`config.mk`:
```
export PLATFORM = sky130hd
export DESIGN_NAME = div_iter
export DESIGN_NICKNAME = d
export VERILOG_FILES = /design/src/rtl/mdu_pkg.sv /design/src/rtl/div_iter.sv
export SDC_FILE = /design/constraint.sdc
export NUM_CORES = 1
export LEC_CHECK = 0
export CAP_MARGIN = 30
export CORE_MARGIN = 3
export CORE_UTILIZATION = 57
export DETAILED_ROUTE_END_ITERATION = 10
export GPL_ROUTABILITY_DRIVEN = 0
export PLACE_DENSITY = 0.95
export SETUP_SLACK_MARGIN = 0.4
export SYNTH_ARGS = -nofsm -noshare
export SYNTH_HDL_FRONTEND = slang
export SYNTH_SLANG_ARGS = --single-unit
```
`constraint.sdc`:
```
create_clock -name clk -period 5.26 [get_ports clk]
set_clock_uncertainty 0.2 [all_clocks]
set_input_delay 1.052 -clock clk [delete_from_list [all_inputs] [get_ports clk]]
set_output_delay 1.052 -clock clk [all_outputs]
set_load 0.005 [all_outputs]
```
`src/rtl/mdu_pkg.sv`:
```
// Shared types for the multiply/divide unit: operation and FSM state
// encodings, datapath widths and a magnitude helper for signed divides.
package mdu_pkg;

    localparam int W_DATA = 32;
    localparam int W_PROD = 2 * W_DATA;

    typedef enum logic [2:0] {
        MDU_NONE  = 3'd0,
        MDU_MULT  = 3'd1,
        MDU_MULTU = 3'd2,
        MDU_DIV   = 3'd3,
        MDU_DIVU  = 3'd4,
        MDU_MTHI  = 3'd5,
        MDU_MTLO  = 3'd6
    } mdu_op_t;

    typedef enum logic [1:0] {
        ST_IDLE = 2'd0,
        ST_MUL  = 2'd1,
        ST_DIV  = 2'd2,
        ST_DONE = 2'd3
    } mdu_state_t;

    // Absolute value when the operand is treated as signed; 0x80000000
    // maps onto itself, which is the correct unsigned magnitude.
    function automatic logic [W_DATA-1:0] mag(input logic [W_DATA-1:0] x,
                                              input logic              is_signed);
        return (is_signed && x[W_DATA-1]) ? (~x + 1'b1) : x;
    endfunction

endpackage

```
`src/rtl/div_iter.sv`:
```
// Unsigned restoring divider, one quotient bit per cycle. start_i loads
// the operands; done_o pulses in the cycle that computes the final bit,
// with quo_o/rem_o carrying the finished result in that same cycle.
// Built only when MDU_DIV_EN is defined.
module div_iter
    import mdu_pkg::*;
#(
    parameter int W          = W_DATA,
    parameter int DIV_CYCLES = W
)
(
    input  logic         clk,
    input  logic         rst_n,
    input  logic         start_i,
    input  logic         kill_i,
    input  logic [W-1:0] dividend_i,
    input  logic [W-1:0] divisor_i,
    output logic         done_o,
    output logic [W-1:0] quo_o,
    output logic [W-1:0] rem_o
);

    localparam int CW = $clog2(DIV_CYCLES) + 1;

    logic [W-1:0]  rem_q, rem_d, quo_q, quo_d, dvs_q, dvs_d;
    logic [CW-1:0] cnt_q, cnt_d;
    logic          active_q, active_d;
    logic [W:0]    shifted, diff;
    logic          ge;

    // quo_q doubles as the dividend shift register: dividend bits leave at
    // the top while quotient bits enter at the bottom.
    assign shifted = {rem_q, quo_q[W-1]};
    assign diff    = shifted - {1'b0, dvs_q};
    assign ge      = (shifted >= {1'b0, dvs_q});

    // Next-state: load on start, otherwise one shift/subtract step while active.
    always_comb begin
        rem_d    = rem_q;
        quo_d    = quo_q;
        dvs_d    = dvs_q;
        cnt_d    = cnt_q;
        active_d = active_q;
        done_o   = 1'b0;
        if (start_i) begin
            rem_d    = '0;
            quo_d    = dividend_i;
            dvs_d    = divisor_i;
            cnt_d    = '0;
            active_d = 1'b1;
        end else if (kill_i) begin
            active_d = 1'b0;
        end else if (active_q) begin
            rem_d = ge ? diff[W-1:0] : shifted[W-1:0];
            quo_d = {quo_q[W-2:0], ge};
            cnt_d = cnt_q + 1'b1;
            if (cnt_q == CW'(DIV_CYCLES - 1)) begin
                active_d = 1'b0;
                done_o   = 1'b1;
            end
        end
    end

    assign quo_o = quo_d;
    assign rem_o = rem_d;

    // Divider registers; reset clears everything.
    always_ff @(posedge clk) begin
        if (!rst_n) begin
            rem_q    <= '0;
            quo_q    <= '0;
            dvs_q    <= '0;
            cnt_q    <= '0;
            active_q <= 1'b0;
        end else begin
            rem_q    <= rem_d;
            quo_q    <= quo_d;
            dvs_q    <= dvs_d;
            cnt_q    <= cnt_d;
            active_q <= active_d;
        end
    end

endmodule

```
==> results of run 1 <==
## through the flow
stage                     total power, mW  hold slack (ns)  setup WS [ns]  std cells  cell area (µm²)
after global routing                2.274           0.3095         0.1898       1125             8991
after global placement              1.375           0.2651         0.5241       1081             8045
after CTS                           2.060           0.2889         0.3936       1104             8491
after floorplan                     1.210           0.2537          1.282        855             6720
after detailed placement            1.391           0.2786         0.3786       1083             8068
final                               2.205           0.2894         0.2525       1125             8991
## critical path, delay by kind of cell (launching register included)
kind,cells,cell delay (ns)
buffers and inverters,5,1.02
DFF,1,0.33
adders and majority gates,1,0.35
AOI/OAI and AO/OA,5,1.25
and+or+nand+nor,4,0.45
## logic make-up after synthesis
family                     after synthesis  synth area share
muxes                                   73            0.1089
xor gates and xnor gates                27           0.03519
and+or+nand+nor                        323            0.2417
DFF                                    103            0.3068
adders and majority gates               34           0.06442
AOI/OAI and AO/OA                      194            0.1797
buffers and inverters                  101           0.06330
## metal layers
layer / GRT usage / share of wire / routed length, µm
met5: 0 / 0 / 0
met4: 0.09739 / 0.064 / 1426
met3: 0.1078 / 0.12 / 2678
met1: 0.3154 / 0.35 / 7925
met2: 0.4823 / 0.46 / 10370
## worst paths after layout
kind                  from         to  slack, ns  depth (start not counted)
hold / removal    cnt_q[1]   cnt_q[1]       0.29                          2
setup reg to reg  rem_q[7]  rem_q[26]       1.82                         12
hold reg to reg   cnt_q[1]   cnt_q[1]       0.29                          2
setup / recovery  dvs_q[1]   rem_o[7]       0.25                         15
## area by class of cell
| cell class | count | area [µm²] |
|---|---|---|
| Sequential cell | 103 | 2064 |
| Clock buffer | 10 | 229.0 |
| Fill cell | 649 | 2476 |
| Tap cell | 143 | 178.9 |
| Inverter | 42 | 157.7 |
| Multi-Input combinational cell | 651 | 4592 |
| Clock inverter | 6 | 51.30 |
| Timing Repair Buffer | 170 | 1718 |
## flip-flops by register name, summed over array words and instances (netlist names)
register	cells
dvs_q	32
quo_q	32
rem_q	32
cnt_q	6
active_q	1
## repair_timing
item | CTS | global route
hold buffers | 0 | 0
buffers inserted | 5 | 18
endpoints found under the setup margin | 18 | 33
endpoints found under the hold margin | 0 | 0
pin swaps | 7 | 24
cloned | 0 | 3
gates resized for setup | 24 | 59
## layout by cell type, fill, tap and decap left out, types with 3 or more instances in the layout
cell             synthesis  layout
o21ai_1                 15      13
nand3_1                 13      11
nor2_1                  73      73
dlymetal6s2s_1           0       4
a21o_1                  10      10
xor2_1                  10      10
buf_12                   0       3
nand2_1                 82      81
inv_1                   42      42
or3_1                    5       5
clkdlybuf4s50_1          0     126
ha_4                     0       8
nor3_2                   0       6
mux2i_1                 72      71
or3b_2                   4       4
nor3_1                  19      13
a211oi_1                11       7
dfxtp_1                103     101
and2_1                  46      46
o211ai_1                 4       4
o21ai_2                  2       4
buf_4                    3      31
xnor2_1                 17      17
nand2b_1                 4       4
nor2b_1                 51      50
a21oi_1                 59      48
ha_1                    33      14
nand4_1                 13      13
o21a_1                   9       9
ha_2                     0      11
a211oi_2                 3       6
o21ai_0                 51      50
nor4_2                   0       3
clkbuf_16                0      12
a21oi_2                  0       9
o21bai_1                 4       4
## power breakdown
group / internal, mW / switching, mW
registers: 0.814 / 0.0220
logic: 0.335 / 0.372
clock network: 0.329 / 0.333
total: 1.48 / 0.727
==> impl_metrics.env, run 1 <==
export IMPL_status="finished with violations"
export IMPL_violations="DRC"
export IMPL_period_needed_ns=5.008
export IMPL_ys_types=60
export IMPL_nNetsFinal=1079
export IMPL_synth_seq_area_share=0.3068
export IMPL_globalRouteTotalUtil=0.2802
export IMPL_rsz0062_at_grt="yes"
export IMPL_grt_overflow_total=0
export IMPL_clock_fmax_mhz=199.7
export IMPL_setup_viol=0
export IMPL_synth_top_cell_by_area="dfxtp_1"
export IMPL_grt_max_degree=97
export IMPL_htree_num_levels=3
export IMPL_path_clk_slew_ns=0.07
export IMPL_postSynthNetCount=957
export IMPL_wirelength_mm=22.40
export IMPL_synth_flop_cell="dfxtp_1"
export IMPL_post_synth_main_area_contributors="dfxtp_1 (31%), mux2i_1 (11%), ha_1 (6.1%), nor2b_1 (4.7%), nand2_1 (4.6%)"
export IMPL_synth_edf_count=0
export IMPL_maxCapViolCount=0
export IMPL_ys_seq_elements=103
export IMPL_wl_per_cell_um=19.91
export IMPL_crit_type="reg -> out"
export IMPL_critical_path_peak_fanout=5
export IMPL_tightest_slew_ns=0.9355
export IMPL_vias=7161
export IMPL_fin_util=0.7841
export IMPL_routed_via_density=6.365
export IMPL_setup_tns_ns=0
export IMPL_max_slew_margin=0.3744
export IMPL_async_flop_share=0
export IMPL_cpMaxStageDelayCell="a211oi_1"
export IMPL_cts_sinks=103
export IMPL_netlist_instances=855
export IMPL_cpMostUsedCell="buf_4"
export IMPL_rows=39
export IMPL_area_delta_synth_final_pct=33.79
export IMPL_cp_cell_sequence="inv_1, ha_1, nand3b_1, buf_4, a211oi_4, o211ai_1, nand3_2, buf_4, o21ai_2, buf_4, nand3_1, o21ai_0, a211oi_1, nor2_1, clkdlybuf4s50_1"
export IMPL_cts_tree="yes"
export IMPL_synth_most_common_cell="dfxtp_1"
export IMPL_p_leak_nw=3.693
export IMPL_synth_warnings=0
export IMPL_synth_area_um2=6720
export IMPL_drc=3
export IMPL_core_um2=11470
export IMPL_cts_root_buf="clkbuf_16"
export IMPL_first_pass_iters=11
export IMPL_grt_first_pass_wirelength_mm=29.80
export IMPL_startpoint_type="register"
export IMPL_die_height_um=114.6
export IMPL_endpoint_kind="primary output"
export IMPL_drive_gt1_frac=0.1344
export IMPL_design_portCount=133
export IMPL_grt_pass1_vias=6372
export IMPL_die_x_um=114.6
export IMPL_antenna_found_initial=0
export IMPL_port_buffers=132
export IMPL_arrival_ns=3.76
export IMPL_hp_class="reg -> reg"
export IMPL_ant_nets=0
export IMPL_synth_top_area_frac=0.3068
export IMPL_n_antenna_cell=0
export IMPL_drt_iter0_markers=831
export IMPL_clockBufferDepth=2
export IMPL_hpwl_mm=12.99
export IMPL_required_ns=4.01
export IMPL_fin_crit_sh=0.9520
export IMPL_die_area_um2=13130
export IMPL_finalMaxSlewViolations=0
export IMPL_final_hold_viol_count=0
export IMPL_numCtsBuffers=9
export IMPL_cpPeakStageDelay_ns=0.54
export IMPL_start_util=0.5860
export IMPL_power_density_nw_per_um2=245.2
export IMPL_synth_common_cells="dfxtp_1 (103), nand2_1 (82), nor2_1 (73)"
export IMPL_avgSynthCellArea_um2=7.860
export IMPL_insertion_delay_ns=0.37
export IMPL_irDropWorstVdd_mv=0.3458
Note: power is estimated with default switching activity, not from simulation.
==> run 2, diff against run 1 <==
--- a/config.mk
+++ b/config.mk
@@ -6,12 +6,11 @@
 export NUM_CORES = 1
 export LEC_CHECK = 0
 export CAP_MARGIN = 30
-export CORE_MARGIN = 3
+export CORE_MARGIN = 2
 export CORE_UTILIZATION = 57
 export DETAILED_ROUTE_END_ITERATION = 10
 export GPL_ROUTABILITY_DRIVEN = 0
 export PLACE_DENSITY = 0.95
-export SETUP_SLACK_MARGIN = 0.4
 export SYNTH_ARGS = -nofsm -noshare
 export SYNTH_HDL_FRONTEND = slang
 export SYNTH_SLANG_ARGS = --single-unit
==> run 2 against run 1 <==
The flow now finishes without violations. Hold slack improved by 0.0016 ns. Wire length fell by 24%. First-iteration DRC count fell by 55%. Clock power fell by 2%. Cell count fell by 1.8%. Total power fell by 7.5%. Core utilization fell by 5.1 points. Critical path depth fell by 3. Die area fell by 3.5%. Worst setup slack got worse by 0.11 ns. Critical endpoint is now rem_o[31]. Largest power group unchanged.
==> impl_metrics.env, run 2 (synthesis results as in run 1) <==
export IMPL_port_buffers=132
export IMPL_wl_per_cell_um=15.42
export IMPL_path_clk_slew_ns=0.07
export IMPL_power_density_nw_per_um2=242.9
export IMPL_die_height_um=112.6
export IMPL_grtUsageMet1=0.3264
export IMPL_drt_iter0_markers=375
export IMPL_drive_gt1_frac=0.05925
export IMPL_numCtsBuffers=9
export IMPL_die_area_um2=12670
export IMPL_nNetsFinal=1059
export IMPL_fin_area_um2=8401
export IMPL_critical_path_peak_fanout=5
export IMPL_clockBufferDepth=2
export IMPL_final_cells=1105
export IMPL_setup_viol=0
export IMPL_grt_pass1_vias=6063
export IMPL_fin_util=0.7326
export IMPL_endpoint_kind="primary output"
export IMPL_startpoint_type="register"
export IMPL_cts_root_buf="clkbuf_16"
export IMPL_wirelength_mm=17.04
export IMPL_cts_sinks=103
export IMPL_ant_nets=0
export IMPL_top_regs="dvs_q: 32 flops, quo_q: 32 flops, rem_q: 32 flops"
export IMPL_cts_tree="yes"
export IMPL_start_util=0.5860
export IMPL_drc=0
export IMPL_mostFrequentLayoutCell="clkdlybuf4s50_1"
export IMPL_design_portCount=133
export IMPL_max_slew_margin=0.3554
export IMPL_met3_usage=0.06803
export IMPL_die_x_um=112.6
export IMPL_period_needed_ns=5.117
export IMPL_finalMaxSlewViolations=0
export IMPL_holdBufCountCts=0
export IMPL_final_hold_viol_count=0
export IMPL_vias=6255
export IMPL_status="finished, final reports clean"
export IMPL_arrival_ns=3.86
export IMPL_hp_class="reg -> reg"
export IMPL_top_usage_layer="met2"
export IMPL_tightest_slew_ns=0.9670
export IMPL_fin_crit_sh=0.9727
export IMPL_grt_use_met2=0.4563
export IMPL_grt_max_degree=85
export IMPL_layout_common_cells="clkdlybuf4s50_1 (131), dfxtp_1 (103), nand2_1 (82), nor2_1 (73), mux2i_1 (72)"
export IMPL_insertion_delay_ns=0.35
export IMPL_core_um2=11470
export IMPL_grt_first_pass_wirelength_mm=27.83
export IMPL_n_antenna_cell=0
export IMPL_first_pass_iters=5
export IMPL_required_ns=4.01
export IMPL_setup_tns_ns=0
export IMPL_dp_cells=1084
export IMPL_rows=39
export IMPL_maxCapViolCount=0
export IMPL_clock_fmax_mhz=195.4
export IMPL_globalRouteTotalUtil=0.2651
export IMPL_crit_type="reg -> out"
export IMPL_p_leak_nw=3.441
export IMPL_rsz0062_at_grt="no"
export IMPL_irDropWorstVdd_mv=0.2577
export IMPL_antenna_found_initial=0
export IMPL_area_delta_synth_final_pct=25.00
export IMPL_routed_via_density=5.661
export IMPL_htree_num_levels=3
export IMPL_place_area_um2=8055
export IMPL_grt_overflow_total=0
export IMPL_hpwl_mm=12.34
-- run 2: changes by cell type in the layout (fill, tap and decap cells not counted), moves of 7 or more --
cell	previous run	this run
ha_2	11	0
a21oi_1	48	57
ha_4	8	0
buf_4	31	19
a21oi_2	9	2
ha_1	14	33
-- run 2: cell type report --
cell class / instances / area (µm²)
repair buffers: 150 / 1454
inverters: 42 / 157.7
clock buffers: 11 / 242.7
flip-flops and latches: 103 / 2062
clock inverters: 5 / 38.79
fillers: 843 / 3067
well taps: 143 / 178.9
multi-input cells: 651 / 4267
-- run 2: worst paths after layout --
check | from | endpoint | slack [ns] | cells after the start
setup / recovery | dvs_q[2] | rem_o[31] | 0.14 | 12
hold / removal | cnt_q[1] | cnt_q[1] | 0.29 | 2
setup reg to reg | dvs_q[20] | rem_q[23] | 1.93 | 11
hold reg to reg | cnt_q[1] | cnt_q[1] | 0.29 | 2
-- run 2: through the flow --
stage               hold WS, ns  setup slack [ns]  total power, mW
detailed placement       0.2707            0.3997            1.387
global placement         0.2611            0.4751            1.375
CTS                      0.2904          0.005646            2.029
global route             0.3157         0.0002869            2.138
floorplan                0.2537             1.282            1.210
finish                   0.2910            0.1434            2.041
-- run 2: critical path, cell delays in order, from the launching register on --
cell             delay, ns
dfxtp_1               0.33
inv_1                 0.05
ha_1                  0.34
a21oi_1               0.27
a211oi_1              0.14
o311ai_1              0.42
a21oi_1               0.19
o21ai_1               0.34
o31a_1                0.20
xnor2_1               0.13
nand2b_1              0.10
a311oi_1              0.41
clkdlybuf4s50_1       0.58
-- run 2: layer usage --
layer / vias up / wire [µm]
met5: - / 0
met4: 0 / 279
met3: 30 / 1334
met2: 229 / 8345
met1: 2846 / 7079
li1: 3150 / -
-- run 2: timing repair --
action,CTS,global route
setup endpoints to repair,0,26
buffers inserted,0,5
resized for setup,0,5
-- run 2: power by group --
group / switching [mW] / total [mW] / internal, mW
clock: 0.308 / 0.646 / 0.338
sequential: 0.0201 / 0.834 / 0.814
combinational: 0.290 / 0.561 / 0.271
